===== config.mk =====
export PLATFORM = sky130hd
export DESIGN_NAME = ps2_keypad
export DESIGN_NICKNAME = d
export VERILOG_FILES = /design/src/rtl/game2048_pkg.sv /design/src/rtl/ps2_rx.sv /design/src/rtl/ps2_keypad.sv
export SDC_FILE = /design/constraint.sdc
export NUM_CORES = 1
export LEC_CHECK = 0
export BUFFER_PORTS_ARGS = -buffer_cell sky130_fd_sc_hd__buf_4
export CAP_MARGIN = 20
export CORE_MARGIN = 2
export CORE_UTILIZATION = 30
export DETAILED_ROUTE_END_ITERATION = 10
export PLACE_DENSITY = 0.42
export SLEW_MARGIN = 20
export SYNTH_ARGS = -nofsm -noshare
export SYNTH_HDL_FRONTEND = slang
export SYNTH_SLANG_ARGS = --single-unit
export TNS_END_PERCENT = 1

===== constraint.sdc =====
create_clock -name clock -period 2.05 [get_ports clock]
set_clock_uncertainty 0.1 [all_clocks]
set_input_delay 0.3075 -clock clock [delete_from_list [all_inputs] [get_ports clock]]
set_output_delay 0.3075 -clock clock [all_outputs]
set_load 0.005 [all_outputs]

===== src/rtl/game2048_pkg.sv =====
// Shared constants and state types for the 2048 input stage.
package game2048_pkg;

  localparam logic [1:0] DIR_UP    = 2'b00;
  localparam logic [1:0] DIR_DOWN  = 2'b01;
  localparam logic [1:0] DIR_LEFT  = 2'b10;
  localparam logic [1:0] DIR_RIGHT = 2'b11;

  localparam logic [7:0] SC_EXT   = 8'hE0;
  localparam logic [7:0] SC_BRK   = 8'hF0;
  localparam logic [7:0] SC_UP    = 8'h75;
  localparam logic [7:0] SC_DOWN  = 8'h72;
  localparam logic [7:0] SC_LEFT  = 8'h6B;
  localparam logic [7:0] SC_RIGHT = 8'h74;

  typedef enum logic [1:0] {RX_IDLE, RX_DATA, RX_PARITY, RX_STOP} rx_state_t;
  typedef enum logic [1:0] {SC_IDLE, SC_E0, SC_F0, SC_E0F0} sc_state_t;

  // Returns {is_arrow, direction} for an extended scan code.
  function automatic logic [2:0] decode_arrow(input logic [7:0] code);
    case (code)
      SC_UP:    return {1'b1, DIR_UP};
      SC_DOWN:  return {1'b1, DIR_DOWN};
      SC_LEFT:  return {1'b1, DIR_LEFT};
      SC_RIGHT: return {1'b1, DIR_RIGHT};
      default:  return {1'b0, 2'b00};
    endcase
  endfunction

endpackage


===== src/rtl/ps2_rx.sv =====
// PS/2 byte receiver: input synchronisers, clock glitch filter, frame FSM
// with odd-parity/stop checking and an in-frame idle timeout.
module ps2_rx
  import game2048_pkg::*;
#(
  parameter int FILTER_CYCLES  = 8,
  parameter int TIMEOUT_CYCLES = 50000
) (
  input  logic       clock,
  input  logic       start,
  input  logic       ps2_clk,
  input  logic       ps2_dat,
  output logic [7:0] rx_byte,
  output logic       byte_valid,
  output logic       frame_err
);

  localparam int FW = $clog2(FILTER_CYCLES + 1);
  localparam int TW = $clog2(TIMEOUT_CYCLES + 1);

  logic [1:0]    clk_sync_r, dat_sync_r;
  logic          clk_filt_r, strobe_r;
  logic [FW-1:0] filt_cnt_r;
  rx_state_t     state_r;
  logic [7:0]    shift_r;
  logic [2:0]    bit_cnt_r;
  logic          parity_ok_r;
  logic [TW-1:0] tout_cnt_r;

  // Two-flop synchronisers; idle bus level is high.
  always_ff @(posedge clock or posedge start) begin
    if (start) begin
      clk_sync_r <= 2'b11;
      dat_sync_r <= 2'b11;
    end else begin
      clk_sync_r <= {clk_sync_r[0], ps2_clk};
      dat_sync_r <= {dat_sync_r[0], ps2_dat};
    end
  end

  // Glitch filter; strobe fires when the filtered clock falls.
  always_ff @(posedge clock or posedge start) begin
    if (start) begin
      clk_filt_r <= 1'b1;
      filt_cnt_r <= '0;
      strobe_r   <= 1'b0;
    end else if (clk_sync_r[1] == clk_filt_r) begin
      filt_cnt_r <= '0;
      strobe_r   <= 1'b0;
    end else if (filt_cnt_r == FW'(FILTER_CYCLES - 1)) begin
      clk_filt_r <= clk_sync_r[1];
      filt_cnt_r <= '0;
      strobe_r   <= clk_filt_r;
    end else begin
      filt_cnt_r <= filt_cnt_r + FW'(1);
      strobe_r   <= 1'b0;
    end
  end

  // Frame FSM with timeout that only runs while a frame is open.
  always_ff @(posedge clock or posedge start) begin
    if (start) begin
      state_r     <= RX_IDLE;
      shift_r     <= 8'h00;
      bit_cnt_r   <= 3'd0;
      parity_ok_r <= 1'b0;
      tout_cnt_r  <= '0;
      rx_byte     <= 8'h00;
      byte_valid  <= 1'b0;
      frame_err   <= 1'b0;
    end else begin
      byte_valid <= 1'b0;
      frame_err  <= 1'b0;
      if (strobe_r) begin
        tout_cnt_r <= '0;
        case (state_r)
          RX_IDLE: begin
            if (!dat_sync_r[1]) begin
              state_r   <= RX_DATA;
              bit_cnt_r <= 3'd0;
            end else begin
              frame_err <= 1'b1;
            end
          end
          RX_DATA: begin
            shift_r   <= {dat_sync_r[1], shift_r[7:1]};
            bit_cnt_r <= bit_cnt_r + 3'd1;
            if (bit_cnt_r == 3'd7) state_r <= RX_PARITY;
          end
          RX_PARITY: begin
            parity_ok_r <= ^{shift_r, dat_sync_r[1]};
            state_r     <= RX_STOP;
          end
          RX_STOP: begin
            if (dat_sync_r[1] && parity_ok_r) begin
              rx_byte    <= shift_r;
              byte_valid <= 1'b1;
            end else begin
              frame_err <= 1'b1;
            end
            state_r <= RX_IDLE;
          end
          default: state_r <= RX_IDLE;
        endcase
      end else if (state_r == RX_IDLE) begin
        tout_cnt_r <= '0;
      end else if (tout_cnt_r == TW'(TIMEOUT_CYCLES - 1)) begin
        frame_err  <= 1'b1;
        state_r    <= RX_IDLE;
        tout_cnt_r <= '0;
      end else begin
        tout_cnt_r <= tout_cnt_r + TW'(1);
      end
    end
  end

endmodule


===== src/rtl/ps2_keypad.sv =====
// PS/2 keyboard to 2048 command decoder: arrow moves via valid/ready,
// 's' as a start pulse, typematic repeats suppressed by held flags.
module ps2_keypad
  import game2048_pkg::*;
#(
  parameter int         FILTER_CYCLES  = 8,
  parameter int         TIMEOUT_CYCLES = 50000,
  parameter logic [7:0] KEY_S          = 8'h1B
) (
  input  logic       clock,
  input  logic       start,
  input  logic       ps2_clk,
  input  logic       ps2_dat,
  input  logic       dir_ready,
  output logic [1:0] direction,
  output logic       dir_valid,
  output logic       start_key,
  output logic       frame_err
);

  logic [7:0] rx_byte;
  logic       byte_valid;
  logic [2:0] arrow_s;
  sc_state_t  sc_state_r;
  logic       s_held_r;
  logic [3:0] arrow_held_r;

  ps2_rx #(
    .FILTER_CYCLES (FILTER_CYCLES),
    .TIMEOUT_CYCLES(TIMEOUT_CYCLES)
  ) u_rx (
    .clock     (clock),
    .start     (start),
    .ps2_clk   (ps2_clk),
    .ps2_dat   (ps2_dat),
    .rx_byte   (rx_byte),
    .byte_valid(byte_valid),
    .frame_err (frame_err)
  );

  assign arrow_s = decode_arrow(rx_byte);

  // Scan decoder, held flags and direction handshake.
  always_ff @(posedge clock or posedge start) begin
    if (start) begin
      sc_state_r   <= SC_IDLE;
      s_held_r     <= 1'b0;
      arrow_held_r <= 4'b0000;
      direction    <= 2'b00;
      dir_valid    <= 1'b0;
      start_key    <= 1'b0;
    end else begin
      start_key <= 1'b0;
      if (dir_valid && dir_ready) dir_valid <= 1'b0;
      // A lost byte breaks any prefix sequence, so restart decoding.
      if (frame_err) begin
        sc_state_r <= SC_IDLE;
      end else if (byte_valid) begin
        case (sc_state_r)
          SC_IDLE: begin
            if (rx_byte == SC_EXT) begin
              sc_state_r <= SC_E0;
            end else if (rx_byte == SC_BRK) begin
              sc_state_r <= SC_F0;
            end else if (rx_byte == KEY_S && !s_held_r) begin
              start_key <= 1'b1;
              s_held_r  <= 1'b1;
            end
          end
          SC_E0: begin
            sc_state_r <= SC_IDLE;
            if (rx_byte == SC_BRK) begin
              sc_state_r <= SC_E0F0;
            end else if (arrow_s[2] && !arrow_held_r[arrow_s[1:0]]) begin
              arrow_held_r[arrow_s[1:0]] <= 1'b1;
              if (!dir_valid) begin
                direction <= arrow_s[1:0];
                dir_valid <= 1'b1;
              end
            end
          end
          SC_F0: begin
            if (rx_byte == KEY_S) s_held_r <= 1'b0;
            sc_state_r <= SC_IDLE;
          end
          SC_E0F0: begin
            if (arrow_s[2]) arrow_held_r[arrow_s[1:0]] <= 1'b0;
            sc_state_r <= SC_IDLE;
          end
          default: sc_state_r <= SC_IDLE;
        endcase
      end
    end
  end

endmodule

# == After elaboration in Yosys (flattened, before gate mapping) ==
# Index checks and enable logic that the tools add are counted.
# totals
register_bits,61
out_inout_bits,5
# classes
add_sub_neg,3
order_cmp,2
n_eq_ne,28
mux,57
bitwise_logic,7
n_reduce_logical,26
# op_table
cell,count
16-bit 2-to-1 mux,3
"8-bit by 7-bit equality test with 1-bit output, second input constant",4
1-bit 2-to-1 mux,29
2-bit 2-to-1 mux,10
4-bit 2-to-1 mux,5
"16-bit by 1-bit adder with 16-bit output, second input constant",1
"16-bit equality test, second input constant",1
"8-bit equality test, second input constant",2
"2-bit != test, second input constant",8
3-bit one-hot mux with 4 select lines,1
6-bit AND reduction,2
2-bit nonzero test,5
9-bit parity,1
"2-bit equality test, second input constant",4
"8-bit by 5-bit equality test with 1-bit output, second input constant",1
2-bit one-hot mux with 4 select lines,1
4-bit one-hot mux with 2 select lines,1
2-bit AND reduction,4
7-bit AND reduction,1
2-bit one-hot mux with 3 select lines,1
3-bit one-hot mux with 2 select lines,1
3-bit AND reduction,2
1-bit logical AND,5
"4-bit by 1-bit adder with 4-bit output, second input constant",1
22 further kinds,29

# == Logic depth before layout (Yosys ltp) ==
# Gate-level depths: netlist of the first run.
# logic_depth
word_depth,11
mapped_depth,7
mapped_depth_nobuf,6

# == Hierarchy ==
# A second synthesis of the first run with hierarchy kept.
# unflattened
cells_unflattened,263
area_unflattened_um2,2882.8
# modules_own_cells
module,n_inst,cells_per_inst,area_each_um2,seq_area_each_um2
ps2_rx,1,201,2238.4,1257.5
ps2_keypad,1,62,644.4,275.3

# == Worst setup path before layout of the first run ==
# OpenSTA, ideal clock, no wires.
# synth_timing
path_kind,register to register
start,register u_rx.rx_byte[2]
end,register direction[0]
setup_ps,125
t_arrival_ps,1719
t_required_ps,1825
path_slack_ps,106
path_stages_with_launch,7
path_cell_list,dfrtp_1 -> buf_4 -> nand4b_4 -> or4_4 -> nand3_2 -> and3_4 -> mux2_4
# synth_via
elab_chain_cells,7
elab_cells_between_ends,12
cone_classes,eq/ne (5); mux (3); bitwise (1); reduce/logical (3)
# synth_lines
item,line,text
from (decl),ps2_rx.sv:13,"output logic [7:0] rx_byte,"
from (signal assigned),ps2_rx.sv:96,rx_byte <= shift_r;
8-bit by 7-bit equality test with 1-bit output,game2048_pkg.sv:21,case (code)
3-bit one-hot mux with 4 select lines,game2048_pkg.sv:21,
1-bit binary-select mux with 2-bit select,ps2_keypad.sv:74,end else if (arrow_s[2] && !arrow_held_r[arrow_s[1:0]]) begin
1-bit 2-to-1 mux (not written as such),ps2_keypad.sv:74,
1-bit logical NOT,ps2_keypad.sv:74,
1-bit logical AND,ps2_keypad.sv:74,
6-bit AND reduction (no source line),--,
to (signal assigned),ps2_keypad.sv:77,direction <= arrow_s[1:0];
to (decl),ps2_keypad.sv:15,"output logic [1:0] direction,"
# Parallel ways exist; a longest one is shown, timed or not. The select of a mux whose other input is x is not followed.
# A chain may end at the register's enable or synchronous reset.

# == Final worst setup path of the first run ==
# layout_timing
start,register u_rx.rx_byte[1]
end,register direction[1]
# The elaborated chain is that of the path after synthesis.

==> results of run 1 <==
## worst paths after layout
check / endpoint
setup / recovery: direction[1]$_DFFE_PP0P_
hold / removal: dir_valid$_DFF_PP0_
setup reg to reg: direction[1]$_DFFE_PP0P_
hold reg to reg: u_rx.dat_sync_r[1]$_DFF_PP1_
max in group asynchronous: u_rx.clk_sync_r[1]$_DFF_PP1_
min in group asynchronous: u_rx.rx_byte[1]$_DFFE_PP0P_
## worst max-delay path, cell delays in order (launching register included)
cell      delay (ns)
dfrtp_1         0.45
nand4b_4        0.15
or4_4           0.53
nand3_2         0.09
and3_4          0.20
mux2_4          0.29
## final cells by class
class	instances	area, um^2	share of cell area, %
Clock buffer	12	145.1	4.083
Tap cell	133	166.4	4.681
Timing Repair Buffer	23	192.7	5.421
Inverter	9	33.78	0.9504
Multi-Input combinational cell	208	1433	40.30
Sequential cell	61	1536	43.22
Clock inverter	4	47.55	1.338
## sequential cells by signal (all words and copies together), names as in the netlist, 2 cells and up, named ones only
signal           flops
direction            2
sc_state_r           2
u_rx.shift_r         8
u_rx.dat_sync_r      2
u_rx.clk_sync_r      2
u_rx.bit_cnt_r       3
u_rx.tout_cnt_r     16
u_rx.state_r         2
u_rx.filt_cnt_r      4
u_rx.rx_byte         8
## power breakdown
part / total, uW / switching [uW] / leakage, uW / internal, uW
Sequential: 1280 / 26.7 / 0.000828 / 1250
Combinational: 115 / 59.7 / 0.000754 / 55.6
Clock: 1060 / 471 / 0.0000964 / 592
## per-stage QoR
step,cells,setup WS (ns),area (um^2)
final,450,0.1179,3555
after global routing,450,0.03833,3555
after CTS,450,0.08088,3530
after detailed placement,431,0.09225,3307
after global placement,431,0.1133,3307
after floorplan,287,0.1055,3027
## layer usage
layer / up-vias / part of all wire, %
met5: - / 0
li1: 1058 / -
met1: 991 / 49
met3: 12 / 3.7
met2: 31 / 45
met4: 0 / 2.2
## kinds of logic after synthesis
| family | count (synthesis) | synth area share, % |
|---|---|---|
| buffers and inverters | 18 | 2.728 |
| and+or+nand+nor | 130 | 23.90 |
| AOI/OAI and AO/OA | 30 | 6.366 |
| muxes | 17 | 6.408 |
| xor gates and xnor gates | 23 | 6.656 |
| adders and majority gates | 8 | 3.307 |
| DFF | 61 | 50.64 |
## synthesized netlist by cell type, types with 4 or more instances
cell type | n | area, um^2
ha_1 | 8 | 100.1
nand2_1 | 45 | 168.9
nand3_1 | 10 | 50.05
dfstp_2 | 5 | 131.4
nor4bb_1 | 4 | 40.04
o21ai_0 | 5 | 25.02
nor3_1 | 9 | 45.04
xor2_1 | 9 | 78.83
clkbuf_1 | 6 | 22.52
nor2_1 | 22 | 82.58
mux2_2 | 11 | 123.9
a21oi_1 | 11 | 55.05
mux2i_1 | 4 | 40.04
inv_1 | 8 | 30.03
nand4_1 | 6 | 37.54
dfrtp_1 | 56 | 1401
and3_1 | 4 | 25.02
xnor2_1 | 14 | 122.6
nor3b_1 | 4 | 30.03
## what timing repair did
action                                  CTS  global route
hold buffers                              3             0
endpoints found under the setup margin    0             3
resized for setup                         0             7
hold endpoints to repair                 18             0
==> results.md, run 1 <==
- Status: finished clean
- Pwr dens: 690.1 nW/um^2
- Core Util, Final: 36.37%
- # setup viols final: 0
- I/O Buffers: 9
- Core area: 9774 um^2
- Number of enable flip-flop cells after synthesis: 0
- Clock root buffer: clkbuf_8
- WHS Path Cells: 3
- CTS Buf Count: 9
- Seq/Total Area, Yosys: 50.64%
- Via count: 2,092
- Count of nets after finishing: roughly 330
- Worst setup EP type: flop
- Most frequent cells in the layout: 53 x dfrtp_1, 45 x nand2_1, 22 x nor2_1
- Final ANT Viol Nets: 0
- Max Freq: 517.6 MHz
- Ys flop type: dfrtp_1
- Initial antenna violation count: 0
- Flop-to-flop setup slack: 0.12 ns
- Synthesized cell area: 3027 um^2
- Die X: 104.4 um
- Vias in the first global route: 2,105
- Count of cell types in the netlist: 49
- Hold slack: 0.1547 ns
- Met3 Resource Use GR: 3.571%
- DRC Markers: 0
- Area Overhead vs Synth: 17.45%
- Fraction of layout cells with a size suffix above 1: between 20% and 30%
- Num Clock Sinks: 61
- RSZ-0062 raised after global routing: false
- Synth Register Bits: 61
- First-pass GRT wire length: 10,270 um
- H-tree depth: 3
- Final Max Slew Viols: 0
- Power, Total: between 2000 and 2500 uW
- Initial core utilization: 30.97%
- Leakage: 0.001678 uW
- Most common cell after layout, fill and taps aside: dfrtp_1
- Worst skew pair latency: 0.34 ns
- Crit path launch: u_rx.rx_byte[1]$_DFFE_PP0P_
- DP HPWL: 4130 um
- Final hold vios: 0
- Asr flop ratio synth: 100.0%
- Final Critical Period: 1.932 ns
- Ys Warns: 0
- CTS Buffer Depth: 2
- Final TNS setup: 0 ns
- VDD IR-drop max: 0.2622 mV
- Critical path arrival: 2.05 ns
- Post-Syn Instances: 287
- Row cnt: 36
- Worst R2R Path Depth: 5
- Post CTS Setup Buffer Count: 0
- Hold path startpoint: dir_ready
- Clock transition at path regs: 0.07 ns
- Top Usage Layer GRT: met2
- Req. time, crit path: 2.17 ns
- GPL Wtd Cong: ~0.84
- Ant diodes: 0
- Vias per inst: 4.649
- Die span in y: ~100 um
- Area of the die: 10,910 um^2
- Syn nets: 300
- # IOs: 10
- Max-Cap Viols: 0
- Maximum fanout along the worst path: 5
- Type of the most critical hold path: primary input to flop
- R2R Path Start: u_rx.rx_byte[1]$_DFFE_PP0P_
- Crit path kind: flop to flop
- DRT Pass-1 Iters: 4
- GRT met1 Usage: 15.83%
- Crit path launch type: flop
- Largest net degree at the start of global routing: 30
- TritonCTS clock tree: built
- GRT overflow: 0
- Avg Synthesized Cell Area: 10.55 um^2
- WL final: 5788 um
- Fillers: 1,001
- Fin crit share: 94.25%
- Max_slew headroom: 69.29%
- Least-Margin Pin Slew: 0.4600 ns
- Total GRT Usage: 11.79%
- Routed length per instance: 12.86 um
- Grt met2 use: 17.55%
- Drt first-iter violations: 70
Note: power is estimated with default switching activity, not from simulation.
==> run 2: changes to the inputs <==
- PLACE_DENSITY: 0.42 -> 0.4
- clock period: 2.05 -> 1.95 ns (I/O delays scaled with it)
==> results.md, run 2 (same netlist as run 1, synthesis figures left out) <==
- Status: finished clean
- Req. time, crit path: 2.08 ns
- Vias per inst: 4.585
- RSZ-0062 raised after global routing: true
- Largest register by flop count: u_rx.tout_cnt_r
- Total GRT Usage: 12.11%
- Largest net degree at the start of global routing: 37
- Crit path launch: u_rx.rx_byte[3]$_DFFE_PP0P_
- Max Freq: 527.3 MHz
- Maximum fanout along the worst path: 6
- Net Sw Frac: 25.60%
- Final Critical Period: 1.897 ns
- Cells along the critical path: nand4b_4 > or4_4 > nand3_2 > and3_4 > mux2_4
- Clock transition at path regs: roughly 0.080 ns
- # placed instances: about 440
- CTS Buf Count: 9
- Type of the most critical hold path: primary input to flop
- Die span in y: 104.4 um
- Core area: 9774 um^2
- Count of nets after finishing: 333
- Hold slack: 0.1229 ns
- Worst Setup EP: direction[1]$_DFFE_PP0P_
- Critical path arrival: 2.03 ns
- Sw Pwr: 644.0 uW
- Least-Margin Pin Slew: 0.4497 ns
- # IOs: 10
- CTS Buffer Depth: 2
- Worst skew pair latency: 0.34 ns
- I/O Buffers: 9
- Fraction of layout cells with a size suffix above 1: a little under a quarter
- Fin crit share: 97.26%
- GRT overflow: 0
- R2R Path Start: u_rx.rx_byte[3]$_DFFE_PP0P_
- Core Util, Final: about 37%
- Largest regs: u_rx.tout_cnt_r: 16 flops, u_rx.rx_byte: 8 flops, u_rx.shift_r: 8 flops
- H-tree depth: 3
- Pwr dens: roughly 700 nW/um^2
- Initial core utilization: 30.97%
- Initial antenna violation count: 0
- Row cnt: 36
- DP HPWL: 4207 um
- Clock root buffer: clkbuf_8
- DRT Pass-1 Iters: 4
- Die X: between 100 and 150 um
- Worst flop-to-flop path endpoint: direction[1]$_DFFE_PP0P_
- WL final: between 5000 and 6000 um
- Pint: 1872 uW
- Area of the die: 10,910 um^2
- VDD IR-drop max: 0.2908 mV
- Final Max Slew Viols: 0
- Most frequent cells in the layout: 54 x dfrtp_1, 45 x nand2_1, 27 x buf_4
- Crit path launch type: flop
- Fillers: just over 1,000
- GPL Wtd Cong: about 0.75
- Max-Cap Viols: 0
- Routed length per instance: 13.01 um
- DRC Markers: 0
- Worst path max stage delay: approximately 0.52 ns
- Flop-to-flop setup slack: 0.05 ns
- Worst setup EP type: flop
- TritonCTS clock tree: built
- Drt first-iter violations: 48
- Post CTS Setup Buffer Count: 0
- Worst R2R Path Depth: 5
- Max reg flops: 16
- Max_slew headroom: 70.02%
- Via count: 2,100
- Vias in the first global route: 2,189
- Share of total power in combinational logic: approximately 4.8%
- Leakage: 0.001706 uW
- Area Overhead vs Synth: 19.10%
- CP max stage cell: or4_4
- Ant diodes: 0
- Sequential share of power: 53.3%
- Final std cells w/o fill: 458
- Num Clock Sinks: 61
- Final ANT Viol Nets: 0
- Final hold vios: 0
- Crit path kind: flop to flop
- # setup viols final: 0
- Most common cell after layout, fill and taps aside: dfrtp_1
- First-pass GRT wire length: 10,540 um
- Clock network power share: a little over two fifths
[run 2: metal layers]
layer	share of wire (%)	global-route usage, %
met5	0	0
met4	1.5	5.792
met3	2.1	2.256
met2	44	18.53
met1	53	16.45
[run 2: what timing repair did]
| item | in CTS | in global routing |
|---|---|---|
| resized for setup | 2 | 5 |
| hold endpoints to repair | 10 | 0 |
| setup endpoints to repair | 2 | 5 |
| hold buffers | 3 | 0 |
[run 2: cell type report]
class / instances / area [um^2] / share of cell area [%]
sequential: 61 / 1535 / 42.59
multi-input combinational: 208 / 1431 / 39.71
timing repair buffer: 31 / 252.7 / 7.011
tap: 133 / 166.4 / 4.616
clock buffer: 10 / 137.6 / 3.818
clock inverter: 6 / 47.55 / 1.319
inverter: 9 / 33.78 / 0.9372
[run 2: metrics by stage]
stage / setup WS [ns] / area, um^2 / total power, uW / TNS (ns)
2_1_floorplan: 0.005540 / 3027 / 1445 / 0
3_3_place_gp: 0.03422 / 3367 / 1481 / 0
3_5_place_dp: -0.01800 / 3367 / 1482 / -0.03369
4_1_cts: 0.007686 / 3585 / 2568 / 0
5_1_grt: -0.02794 / 3605 / 2657 / -0.05506
6_report: 0.05338 / 3605 / 2516 / 0
[run 2: critical path, delay by kind of cell (launching register included)]
kind	cells	cell delay, ns
AND/OR/NAND/NOR	4	0.94
flip-flops	1	0.45
multiplexers	1	0.30
[run 2: worst min-delay path by stage]
stage	start	endpoint	cells after the start
after floorplan	ps2_clk	u_rx.clk_sync_r[0]$_DFF_PP1_	0
after global placement	start	u_rx.rx_byte[1]$_DFFE_PP0P_	2
after detailed placement	start	u_rx.rx_byte[1]$_DFFE_PP0P_	2
after CTS	dir_ready	dir_valid$_DFF_PP0_	3
after global routing	dir_ready	dir_valid$_DFF_PP0_	3
final	dir_ready	dir_valid$_DFF_PP0_	3
[run 2: power by group through the flow]
| stage | clock network [uW] | logic, uW | registers (uW) |
|---|---|---|---|
| 2_1_floorplan | 0 | 88.9 | 1360 |
| 3_5_place_dp | 0 | 118 | 1360 |
| 4_1_cts | 1110 | 124 | 1340 |
| 5_1_grt | 1180 | 136 | 1350 |
| 6_report | 1060 | 120 | 1340 |
| 3_3_place_gp | 0 | 117 | 1360 |
